--- config.mk ---
export PLATFORM = sky130hd
export DESIGN_NAME = clint_ctrl
export DESIGN_NICKNAME = d
export VERILOG_FILES = /design/src/rtl/clint_ctrl_pkg.sv /design/src/rtl/clint_ctrl.sv
export SDC_FILE = /design/constraint.sdc
export NUM_CORES = 1
export LEC_CHECK = 0
export ABC_CLOCK_PERIOD_IN_PS = 4200
export BUFFER_PORTS_ARGS = -buffer_cell sky130_fd_sc_hd__clkbuf_2
export CAP_MARGIN = 25
export CORE_AREA = 2 2 118 120
export DETAILED_ROUTE_END_ITERATION = 10
export DIE_AREA = 0 0 120 122
export SYNTH_ARGS = -nofsm -noshare
export SYNTH_HDL_FRONTEND = slang
export SYNTH_SLANG_ARGS = --single-unit
--- constraint.sdc ---
create_clock -name clk -period 4.2 [get_ports clk]
set_input_delay 0 -clock clk [delete_from_list [all_inputs] [get_ports clk]]
set_output_delay 0 -clock clk [all_outputs]
set_load 0.02 [all_outputs]
--- src/rtl/clint_ctrl_pkg.sv ---
// Shared constants for the core-local trap controller: trap opcodes,
// cause codes, CSR addresses and the sequencing state encoding.
package clint_ctrl_pkg;

    localparam logic [31:0] INST_ECALL  = 32'h0000_0073;
    localparam logic [31:0] INST_EBREAK = 32'h0010_0073;
    localparam logic [31:0] INST_MRET   = 32'h3020_0073;

    localparam logic [31:0] CAUSE_ECALL_M = 32'h0000_000B;
    localparam logic [31:0] CAUSE_EBREAK  = 32'h0000_0003;
    localparam logic [31:0] CAUSE_TIMER_M = 32'h8000_0007;
    localparam logic [31:0] CAUSE_EXT_M   = 32'h8000_000B;

    localparam logic [11:0] CSR_MEPC    = 12'h341;
    localparam logic [11:0] CSR_MSTATUS = 12'h300;
    localparam logic [11:0] CSR_MCAUSE  = 12'h342;

    typedef enum logic [2:0] {
        S_IDLE        = 3'd0,
        S_W_MEPC      = 3'd1,
        S_W_MSTATUS   = 3'd2,
        S_W_MCAUSE    = 3'd3,
        S_ASSERT      = 3'd4,
        S_W_MRET      = 3'd5,
        S_MRET_ASSERT = 3'd6
    } state_t;

endpackage

--- src/rtl/clint_ctrl.sv ---
// Core-local trap controller: detects ecall/ebreak/mret and level interrupts in ID,
// stalls the pipeline, sequences mepc/mstatus/mcause writes and redirects the PC.
module clint_ctrl
    import clint_ctrl_pkg::*;
#(
    parameter int DATA_W = 32,
    parameter int ADDR_W = 32
) (
    input  logic              clk,
    input  logic              rst_n,
    input  logic [31:0]       inst_i,
    input  logic [ADDR_W-1:0] inst_addr_i,
    input  logic              jump_flag_i,
    input  logic [ADDR_W-1:0] jump_addr_i,
    input  logic              hold_flag_i,
    input  logic [7:0]        int_flag_i,
    input  logic              global_int_en_i,
    input  logic [DATA_W-1:0] csr_mtvec_i,
    input  logic [DATA_W-1:0] csr_mepc_i,
    input  logic [DATA_W-1:0] csr_mstatus_i,
    output logic              we_o,
    output logic [ADDR_W-1:0] waddr_o,
    output logic [DATA_W-1:0] data_o,
    output logic              hold_flag_o,
    output logic              int_assert_o,
    output logic [ADDR_W-1:0] int_addr_o
);

    state_t              r_state;
    logic [DATA_W-1:0]   r_cause;
    logic [ADDR_W-1:0]   r_epc;

    logic                w_can_detect;
    logic                w_is_mret;
    logic                w_is_trap;
    logic                w_detect;
    logic [DATA_W-1:0]   w_cause;
    logic [ADDR_W-1:0]   w_epc;

    // Priority encoder: mret > ecall > ebreak > async interrupt.
    // Detection is gated by reset so every output reads 0 while reset is held.
    always_comb begin
        w_can_detect = (r_state == S_IDLE) && !hold_flag_i && !rst_n;
        w_is_mret    = 1'b0;
        w_is_trap    = 1'b0;
        w_cause      = '0;
        w_epc        = inst_addr_i;
        if (inst_i == INST_MRET) begin
            w_is_mret = 1'b1;
        end else if (inst_i == INST_ECALL) begin
            w_is_trap = 1'b1;
            w_cause   = DATA_W'(CAUSE_ECALL_M);
        end else if (inst_i == INST_EBREAK) begin
            w_is_trap = 1'b1;
            w_cause   = DATA_W'(CAUSE_EBREAK);
        end else if (global_int_en_i && (int_flag_i != 8'h00)) begin
            w_is_trap = 1'b1;
            w_cause   = int_flag_i[0] ? DATA_W'(CAUSE_TIMER_M) : DATA_W'(CAUSE_EXT_M);
            w_epc     = jump_flag_i ? jump_addr_i : inst_addr_i;
        end
        w_detect = w_can_detect && (w_is_mret || w_is_trap);
    end

    always_ff @(posedge clk or posedge rst_n) begin
        if (rst_n) begin
            r_state <= S_IDLE;
            r_cause <= '0;
            r_epc   <= '0;
        end else begin
            case (r_state)
                S_IDLE: begin
                    if (w_can_detect && w_is_mret) begin
                        r_state <= S_W_MRET;
                    end else if (w_can_detect && w_is_trap) begin
                        r_state <= S_W_MEPC;
                        r_cause <= w_cause;
                        r_epc   <= w_epc;
                    end
                end
                S_W_MEPC:      r_state <= S_W_MSTATUS;
                S_W_MSTATUS:   r_state <= S_W_MCAUSE;
                S_W_MCAUSE:    r_state <= S_ASSERT;
                S_ASSERT:      r_state <= S_IDLE;
                S_W_MRET:      r_state <= S_MRET_ASSERT;
                S_MRET_ASSERT: r_state <= S_IDLE;
                default:       r_state <= S_IDLE;
            endcase
        end
    end

    // Write port and redirect are decoded from the current state; mstatus
    // updates are applied to the live CSR value so other fields pass through.
    always_comb begin
        we_o         = 1'b0;
        waddr_o      = '0;
        data_o       = '0;
        int_assert_o = 1'b0;
        int_addr_o   = '0;
        case (r_state)
            S_W_MEPC: begin
                we_o    = 1'b1;
                waddr_o = {{(ADDR_W-12){1'b0}}, CSR_MEPC};
                data_o  = DATA_W'(r_epc);
            end
            S_W_MSTATUS: begin
                we_o      = 1'b1;
                waddr_o   = {{(ADDR_W-12){1'b0}}, CSR_MSTATUS};
                data_o    = csr_mstatus_i;
                data_o[7] = csr_mstatus_i[3];
                data_o[3] = 1'b0;
            end
            S_W_MCAUSE: begin
                we_o    = 1'b1;
                waddr_o = {{(ADDR_W-12){1'b0}}, CSR_MCAUSE};
                data_o  = r_cause;
            end
            S_ASSERT: begin
                int_assert_o = 1'b1;
                int_addr_o   = ADDR_W'(csr_mtvec_i);
            end
            S_W_MRET: begin
                we_o      = 1'b1;
                waddr_o   = {{(ADDR_W-12){1'b0}}, CSR_MSTATUS};
                data_o    = csr_mstatus_i;
                data_o[3] = csr_mstatus_i[7];
                data_o[7] = 1'b1;
            end
            S_MRET_ASSERT: begin
                int_assert_o = 1'b1;
                int_addr_o   = ADDR_W'(csr_mepc_i);
            end
            default: ;
        endcase
    end

    assign hold_flag_o = (r_state != S_IDLE) || w_detect;

endmodule

==> metrics.txt, run 1 <==
warnings from Yosys 0; VDD IR max 0.0002340 V; sequential share of the synthesized area 0.2822; Power per Cell Area approximately 570 nW/um^2; number of flops mapped to enable cells by yosys 0; cell area after placement between 4000 and 5000 sq um; Hold Path Class in -> reg; I/O Pins 304; Die Wd approximately 120 um; drt total wl 11,770 um; Slew @ Worst Pin between 0.8 and 0.9 ns; Critical path origin r_state[2]; Post-DP HPWL ~10,000 um; Sink Count 39; maxcap violations 0; Final Instance Area 5071 sq um; ys async rst share 1.000; vias in the first global route 3,421; IO buf count between 200 and 300; average routed wire per standard cell 15.15 um; Post-Route Utilization 0.3755; RSZ-0062 raised after global routing false; Fin. Hold Viols 0; count of cell types in the netlist 44; most frequent cells in the layout clkbuf_2 (276), mux2_4 (48), nor2_1 (38), dfrtp_1 (38), mux2i_1 (36); Psw ~0.0013 W; switch share 0.4365; Hold-fix buffers, CTS 1; Critical Path End Type flip-flop; Clock transition at path regs approximately 0.060 ns; post-route insts no fill around 800; Main synth FF type dfrtp_1; Die Y 122 um; worst-case reg-to-reg path depth 6; WP data required between 4 and 5 ns; reg2reg start r_state[2]; CTS tree yes; global-route wire length before repair 17,600 um; commonest non-fill, non-tap cell in the layout clkbuf_2; Inserted Clock Buffers 5; pin count of the biggest net entering global routing 50; crit path cell chain or3_1, nor3_1, o21ai_0, nor2_4, buf_4, mux2_2; FILL cells 1,396; pre-CTS WS 1.278 ns; CP max FO 19; via/cell ratio ~4.5; fin worst setup slack 1.290 ns; CP max stage delay 0.62 ns; RePlAce Congestion 0.8702; Max Fclk 343.6 MHz; Clock Power Share 0.146; Internal Power 0.001617 W; Antenna Cells 0; DP Cell Count 767; crit path DAT between 3 and 4 ns; setup tns final 0 ns; DR pass1 iterations 4; grt ovf 0; final critical-path share of the clock period 0.6930; ANT nets after route 0; static leakage power 2.756 nW; Iteration-0 DRC Markers 90; initial antenna violation count 0; # DRC 0; status completed; Mapped Cells 332; Post-CTS Setup Bufs 0; slowest CP cell nor2_4; Seq cells post-synth 39; Setup violations, final 0; Area growth, synth to finish 46.64%; Layout Nets between 800 and 900; total track usage 0.1541; CTS resizes 0; Mapped Area 3458 sq um; multi-input logic area about 2200 sq um; CTS root buf clkbuf_16; CORE AREA 13,500 sq um; mean post-synth cell area 10.42 sq um; Seq. cell area just under 1000 sq um; worst-case clock buffer depth 2; via count 3,472; num rows 43; Startpoint Class flip-flop; Max H-tree Level 2; crit path to r_epc[10]; Clock Latency Late Sink between 0.2 and 0.3 ns; Slew headroom 0.4606; clk_skew 0.01155 ns; Die ar. ~15,000 sq um; min Tclk post-route 2.910 ns; Final Slew Violations 0; initial core utilization 0.2561; Reg power frac 0.242; share of layout cells above drive strength 1 0.6080; reg2reg end r_epc[10]; kind of critical path reg -> reg; flop2flop setup slack around 1.3 ns; combinational fraction of design power 0.612
==> registers in the layout, indices dropped and copies added (netlist names) <==
name and count:
r_epc 32, r_cause 4, r_state 3
==> Yosys cell counts (2+ instances only) <==
library cell / count / area share
and2_1: 2 / 0.0036
nand3_1: 2 / 0.0029
a22o_1: 28 / 0.071
o21a_1: 2 / 0.0043
or3_1: 4 / 0.0072
mux2i_1: 36 / 0.10
buf_6: 3 / 0.0098
clkbuf_1: 11 / 0.012
a22oi_1: 4 / 0.0087
dfrtp_1: 39 / 0.28
buf_4: 31 / 0.067
nor2b_1: 4 / 0.0072
o21ai_0: 11 / 0.016
or4_1: 4 / 0.0087
nor4_2: 4 / 0.014
nor3_1: 2 / 0.0029
or2_2: 2 / 0.0036
and4b_1: 2 / 0.0058
nand2_1: 8 / 0.0087
mux2_2: 14 / 0.046
nor2_1: 38 / 0.041
buf_1: 5 / 0.0054
inv_1: 4 / 0.0043
nand2b_1: 5 / 0.0090
mux2_4: 48 / 0.21
==> per-layer routing <==
layer  share of wire  wire length, um  track usage
met1            0.40             4763       0.1802
met2            0.51             5966       0.2841
met3           0.079              932      0.03839
met4          0.0091              107      0.03235
met5               0                0            0
==> cells by family after synthesis <==
group | Yosys count | share of synthesized area
other | 1 | 0.001084
AO/OA/AOI/OAI | 54 | 0.1223
flip-flops | 39 | 0.2822
multiplexers | 99 | 0.3614
buffers and inverters | 55 | 0.1002
AND/OR/NAND/NOR | 83 | 0.1302
XOR/XNOR | 1 | 0.002533
==> area by class of cell <==
| type | count | area share |
|---|---|---|
| clock buffers | 7 | 0.02615 |
| clock inverters | 1 | 0.005922 |
| inverters | 4 | 0.002961 |
| multi-input cells | 264 | 0.4431 |
| flip-flops and latches | 39 | 0.1927 |
| well taps | 180 | 0.04441 |
| repair buffers | 282 | 0.2847 |
==> power by group through the flow <==
stage / Sequential [W] / Clock (W) / Combinational (W)
2_1_floorplan: 0.000637 / 0 / 0.00129
3_3_place_gp: 0.000699 / 0 / 0.00174
3_5_place_dp: 0.000702 / 0 / 0.00177
4_1_cts: 0.000698 / 0.000435 / 0.00177
5_1_grt: 0.000719 / 0.000451 / 0.00190
6_report: 0.000695 / 0.000420 / 0.00176
==> per-stage QoR <==
| step | total power (W) | hold slack [ns] |
|---|---|---|
| 6_report | 0.002870 | 0.004813 |
| 5_1_grt | 0.003074 | 0.03190 |
| 4_1_cts | 0.002908 | 0.006136 |
| 3_5_place_dp | 0.002469 | 0.2224 |
| 3_3_place_gp | 0.002435 | 0.2263 |
| 2_1_floorplan | 0.001924 | 0.1615 |
==> worst min-delay path by stage <==
stage                              start          to  slack (ns)  depth (start not counted)
after detailed placement           rst_n  r_state[2]        0.22                          2
final                     jump_addr_i[0]    r_epc[0]       0.005                          3
after global placement             rst_n  r_state[2]        0.23                          2
after CTS                 jump_addr_i[0]    r_epc[0]       0.006                          3
after global routing      jump_addr_i[0]    r_epc[0]        0.03                          3
after floorplan            int_flag_i[0]  r_cause[2]        0.16                          1
==> worst max-delay path: cells and delay by family (launching register included) <==
family | cells | cell delay, ns
simple gates | 3 | 1.29
compound gates | 1 | 0.24
flops | 1 | 0.52
mux | 1 | 0.36
buf+inv | 1 | 0.37
Power figures use the tool's default switching activity.
==> inputs of run 2 (changes only) <==
ABC_CLOCK_PERIOD_IN_PS = 2700   (was 4200)
CORE_AREA = 2 2 119 121   (was 2 2 118 120)
DIE_AREA = 0 0 121 123   (was 0 0 120 122)
clock period = 2.7 ns   (was 4.2 ns; I/O delays follow)
==> run 2 against run 1 <==
  * Worst setup slack got worse by 0.93 ns
  * Worst hold slack improved by 0.0041 ns
  * Die area rose by 1.7%
  * Largest cell class unchanged
==> metrics.txt, run 2 (synthesis results as in run 1) <==
status completed; Internal Power 0.002615 W; Setup violations, final 0; Post-CTS Setup Bufs 0; crit path DAT 2.34 ns; vias in the first global route 3,532; Final Slew Violations 0; via count 3,466; initial core utilization 0.2541; average routed wire per standard cell 15.74 um; Reg power frac 0.229; Area growth, synth to finish 48.05%; ANT nets after route 0; Sink Count 39; Slew headroom 0.4030; setup tns final 0 ns; Slew @ Worst Pin 0.8954 ns; Max Fclk 427.7 MHz; DR pass1 iterations 4; WP data required 2.70 ns; kind of critical path reg -> out; commonest non-fill, non-tap cell in the layout clkbuf_2; Die ar. 14,880 sq um; FILL cells 1,400; most frequent cells in the layout clkbuf_2 (276), mux2_4 (48), nor2_1 (38), dfrtp_1 (38), mux2i_1 (36); CTS root buf clkbuf_16; total track usage 0.1581; VDD IR max 0.0003134 V; Power per Cell Area 898.4 nW/um^2; Seq. cell area a little under 1000 sq um; static leakage power around 2.8 nW; drt total wl 12,280 um; I/O Pins 304; Die Y 123 um; DP Cell Count 770; Clock Latency Late Sink 0.28 ns; Hold Path Class in -> reg; Clock transition at path regs 0.06 ns; CORE AREA 13,610 sq um; clk_skew 0.006099 ns; CTS tree yes; # DRC 0; Fin. Hold Viols 0; via/cell ratio 4.444; Post-DP HPWL between 10,000 and 15,000 um; Critical Path End Type primary output; share of layout cells above drive strength 1 0.6100; Layout Nets 804; multi-input logic area 2247 sq um; Max H-tree Level 2; Clock Power Share 0.167; Psw roughly 0.0020 W; maxcap violations 0; grt ovf 0; switch share 0.4316; num rows between 40 and 50; Most flops, register r_epc; max FFs per register 32; Startpoint Class flip-flop; IO buf count ~280; post-route insts no fill 780; final critical-path share of the clock period 0.8659; RSZ-0062 raised after global routing false; min Tclk post-route 2.338 ns; global-route wire length before repair roughly 18,000 um; biggest registers after layout r_epc: 32 flops, r_cause: 4 flops, r_state: 3 flops; Inserted Clock Buffers 5; initial antenna violation count 0; Die Wd 121 um; CP max FO 49; Antenna Cells 0; worst-case clock buffer depth 2; pin count of the biggest net entering global routing 50; RePlAce Congestion 0.8006; combinational fraction of design power 0.603; Iteration-0 DRC Markers 117
-- run 2: cell count changes in the layout (fill, tap and decap cells not counted), sizes merged --
cell | previous run | this run
bufinv | 1 | 2
dlygate4sd3 | 1 | 2
clkbuf | 283 | 282
buf | 5 | 7
-- run 2: worst paths after layout --
path,from,endpoint,slack [ns],cells after the start
min in group asynchronous,rst_n,r_state[2],0.46,3
worst max-delay path,r_state[1],data_o[6],0.36,6
worst max register to register,r_state[2],r_epc[12],0.54,6
worst min-delay path,int_flag_i[0],r_cause[2],0.009,2
max in group asynchronous,rst_n,r_state[1],1.61,3
worst min register to register,r_cause[1],r_cause[1],0.49,1
-- run 2: metrics by stage --
stage	power, W	instance area, sq um	worst slack, ns	hold WS, ns	utilization
finish	0.004600	5120	0.3620	0.008912	0.3761
detailed placement	0.003868	4911	0.5588	0.2485	0.3608
global placement	0.003816	4911	0.6140	0.2362	0.3608
CTS	0.004665	5120	0.3569	0.007967	0.3761
floorplan	0.002993	3556	0.7126	0.1615	-
global route	0.004895	5120	0.2483	0.02194	0.3761
-- run 2: per-layer routing --
layer,GRT usage,up-vias,wire [um]
met5,0,-,0
met4,0.03052,0,100
met1,0.1662,1595,4369
met3,0.03644,5,1114
li1,-,1681,-
met2,0.3181,185,6694
-- run 2: layout make-up --
cell class / count / share of cell area
Multi-Input combinational cell: 264 / 0.4389
Timing Repair Buffer: 285 / 0.2864
Sequential cell: 39 / 0.1909
Tap cell: 180 / 0.04399
Clock buffer: 6 / 0.02517
Clock inverter: 2 / 0.01173
Inverter: 4 / 0.002933
-- run 2: power groups by stage --
stage | sequential (W) | clock [W] | combinational (W)
global placement | 0.00106 | 0 | 0.00276
detailed placement | 0.00107 | 0 | 0.00280
finish | 0.00106 | 0.000769 | 0.00278
floorplan | 0.000991 | 0 | 0.00200
global route | 0.00109 | 0.000809 | 0.00300
CTS | 0.00106 | 0.000792 | 0.00281
-- run 2: critical path, cell delays in order (launching register included) --
cell,delay (ns)
dfrtp_2,0.37
buf_4,0.56
nand2b_1,0.21
o22ai_2,0.18
buf_4,0.32
a22o_1,0.21
clkbuf_2,0.17
-- run 2: repair_timing --
item,4_1_cts,5_1_grt
resized for setup,0,0
endpoints found under the hold margin,40,0
hold buffers,2,0
==> inputs of run 3 (changes only) <==
CORE_AREA = 2 2 117 119   (was 2 2 119 121)
DIE_AREA = 0 0 119 121   (was 0 0 121 123)
==> run 3 against run 2 <==
  * Worst hold slack better by 0.0089 ns
  * Flip-flop and latch count unchanged
  * Power down 5.2%
  * Critical path depth unchanged
  * Cell area down 1.3%
  * Register-to-register slack about the same
  * Sequential power about the same
  * Non-clock buffer count unchanged
  * Critical endpoint is now data_o[14]
  * Largest cell class unchanged
==> metrics.txt, run 3 (synthesis results as in run 1) <==
status completed; VDD IR max 0.0003717 V; CTS tree yes; IO buf count 276; vias in the first global route about 3,600; worst hold start int_flag_i[0]; final critical-path share of the clock period 0.8512; Clock transition at path regs 0.06 ns; wl on met1 between 4000 and 5000 um; combinational fraction of design power 0.624; initial core utilization 0.2643; Pwr Total 0.004360 W; reg2reg start r_state[2]; via count 3,501; maxcap violations 0; worst-case clock buffer depth 2; Fin. Hold Viols 0; Power per Cell Area around 860 nW/um^2; kind of critical path reg -> out; grt ovf 0; Antenna Cells 0; I/O Pins slightly above 300; reg2reg end r_epc[9]; worst-case reg-to-reg path depth 6; DR pass1 iterations 4; Startpoint Class flip-flop; hold depth 2; Slew @ Worst Pin 0.8710 ns; Setup violations, final 0; biggest registers after layout r_epc: 32 flops, r_cause: 4 flops, r_state: 3 flops; # DRC 0; Iteration-0 DRC Markers 103; average routed wire per standard cell 14.33 um; Most flops, register r_epc; metal2 WL between 5000 and 6000 um; pre-CTS WS 0.5380 ns; Sink Count 39; RePlAce Congestion about 0.82; Reg power frac 0.241; cell area after placement between 4000 and 5000 sq um; min Tclk post-route 2.298 ns; Inserted Clock Buffers 5; num rows 42; Slew headroom 0.4185; CP max FO between 40 and 50; setup tns final 0 ns; RSZ-0062 raised after global routing false; Psw 0.001918 W; Area growth, synth to finish 46.17%; Final Slew Violations 0; pin count of the biggest net entering global routing 50; most frequent cells in the layout clkbuf_2 (276), mux2_4 (48), nor2_1 (38), dfrtp_1 (38), mux2i_1 (36); DR top layer met4; Clock Latency Late Sink 0.27 ns; switch share 0.4398; total track usage 0.1502; via/cell ratio 4.517; fin worst setup slack 0.4016 ns; CORE AREA 13,090 sq um; flop2flop setup slack 0.55 ns; Worst Hold Path EP r_cause[2]; Max H-tree Level 2; global-route wire length before repair 17,330 um; crit path DAT 2.30 ns; Critical Path End Type primary output; Final Instance Area roughly 5100 sq um; DR WL met3 812 um; share of layout cells above drive strength 1 0.6127; Layout Nets 804; Die ar. approximately 14,000 sq um; Hold Path Class in -> reg; Post-DP HPWL 9113 um; Die Y 121 um; drt total wl ~11,000 um; ANT nets after route 0; Internal Power about 0.0024 W; Max Fclk 435.1 MHz; worst hold slack 0.01785 ns; initial antenna violation count 0; max FFs per register 32; Die Wd 119 um; commonest non-fill, non-tap cell in the layout clkbuf_2; Clock Power Share 0.135; clk_skew 0.002025 ns; CTS root buf clkbuf_16; static leakage power 2.761 nW; WP data required 2.70 ns; CTS resizes 0
[run 3: cell count changes in the layout (fill, tap and decap cells not counted)]
cell and delta:
buf_4 +2, bufinv_16 -2, buf_12 -1, clkbuf_1 -1
clkbuf_8 +1, clkinv_2 +1, dlygate4sd3_1 -1
[run 3: stage by stage]
step / std cells / util
floorplan: 358 / -
finish: 775 / 0.3863
global route: 775 / 0.3863
CTS: 775 / 0.3863
detailed placement: 767 / 0.3745
global placement: 767 / 0.3745
[run 3: worst max-delay path, cell delays in order (launching register included)]
cell and delay, ns:
dfrtp_2 0.36, buf_4 0.55, nand2b_1 0.20, o22ai_2 0.18, buf_4 0.32, a22o_1 0.20
clkbuf_2 0.17
[run 3: area by class of cell]
type | count | area, sq um
fillers | 1328 | 8030
clock buffers | 6 | 138.9
well taps | 176 | 220.2
clock inverters | 1 | 5.005
repair buffers | 285 | 1451
multi-input cells | 264 | 2247
inverters | 4 | 15.01
flip-flops and latches | 39 | 977.2
[run 3: power by group through the flow]
stage          sequential (W)  clock (W)  combinational (W)
4_1_cts               0.00105   0.000614            0.00277
3_3_place_gp          0.00105          0            0.00274
3_5_place_dp          0.00106          0            0.00276
2_1_floorplan        0.000991          0            0.00200
5_1_grt               0.00109   0.000644            0.00296
6_report              0.00105   0.000587            0.00272
[run 3: worst max path at each step]
stage | slack [ns] | cells past startpoint | end | start
2_1_floorplan | 0.71 | 6 | r_epc[10] | r_state[2]
3_3_place_gp | 0.58 | 6 | r_epc[10] | r_state[2]
3_5_place_dp | 0.54 | 6 | r_epc[9] | r_state[2]
4_1_cts | 0.37 | 6 | data_o[14] | r_state[1]
5_1_grt | 0.24 | 6 | data_o[6] | r_state[1]
6_report | 0.40 | 6 | data_o[14] | r_state[1]
[run 3: per-layer routing]
layer  vias to the layer above  track usage
met1                      1615       0.1654
met5                         -            0
met3                        12      0.03148
met2                       191       0.2902
li1                       1683            -
met4                         0      0.03943
[run 3: timing repair]
item,4_1_cts,5_1_grt
endpoints found under the hold margin,39,0
endpoints found under the setup margin,0,0
setup buffers,0,0
hold buffers,1,0
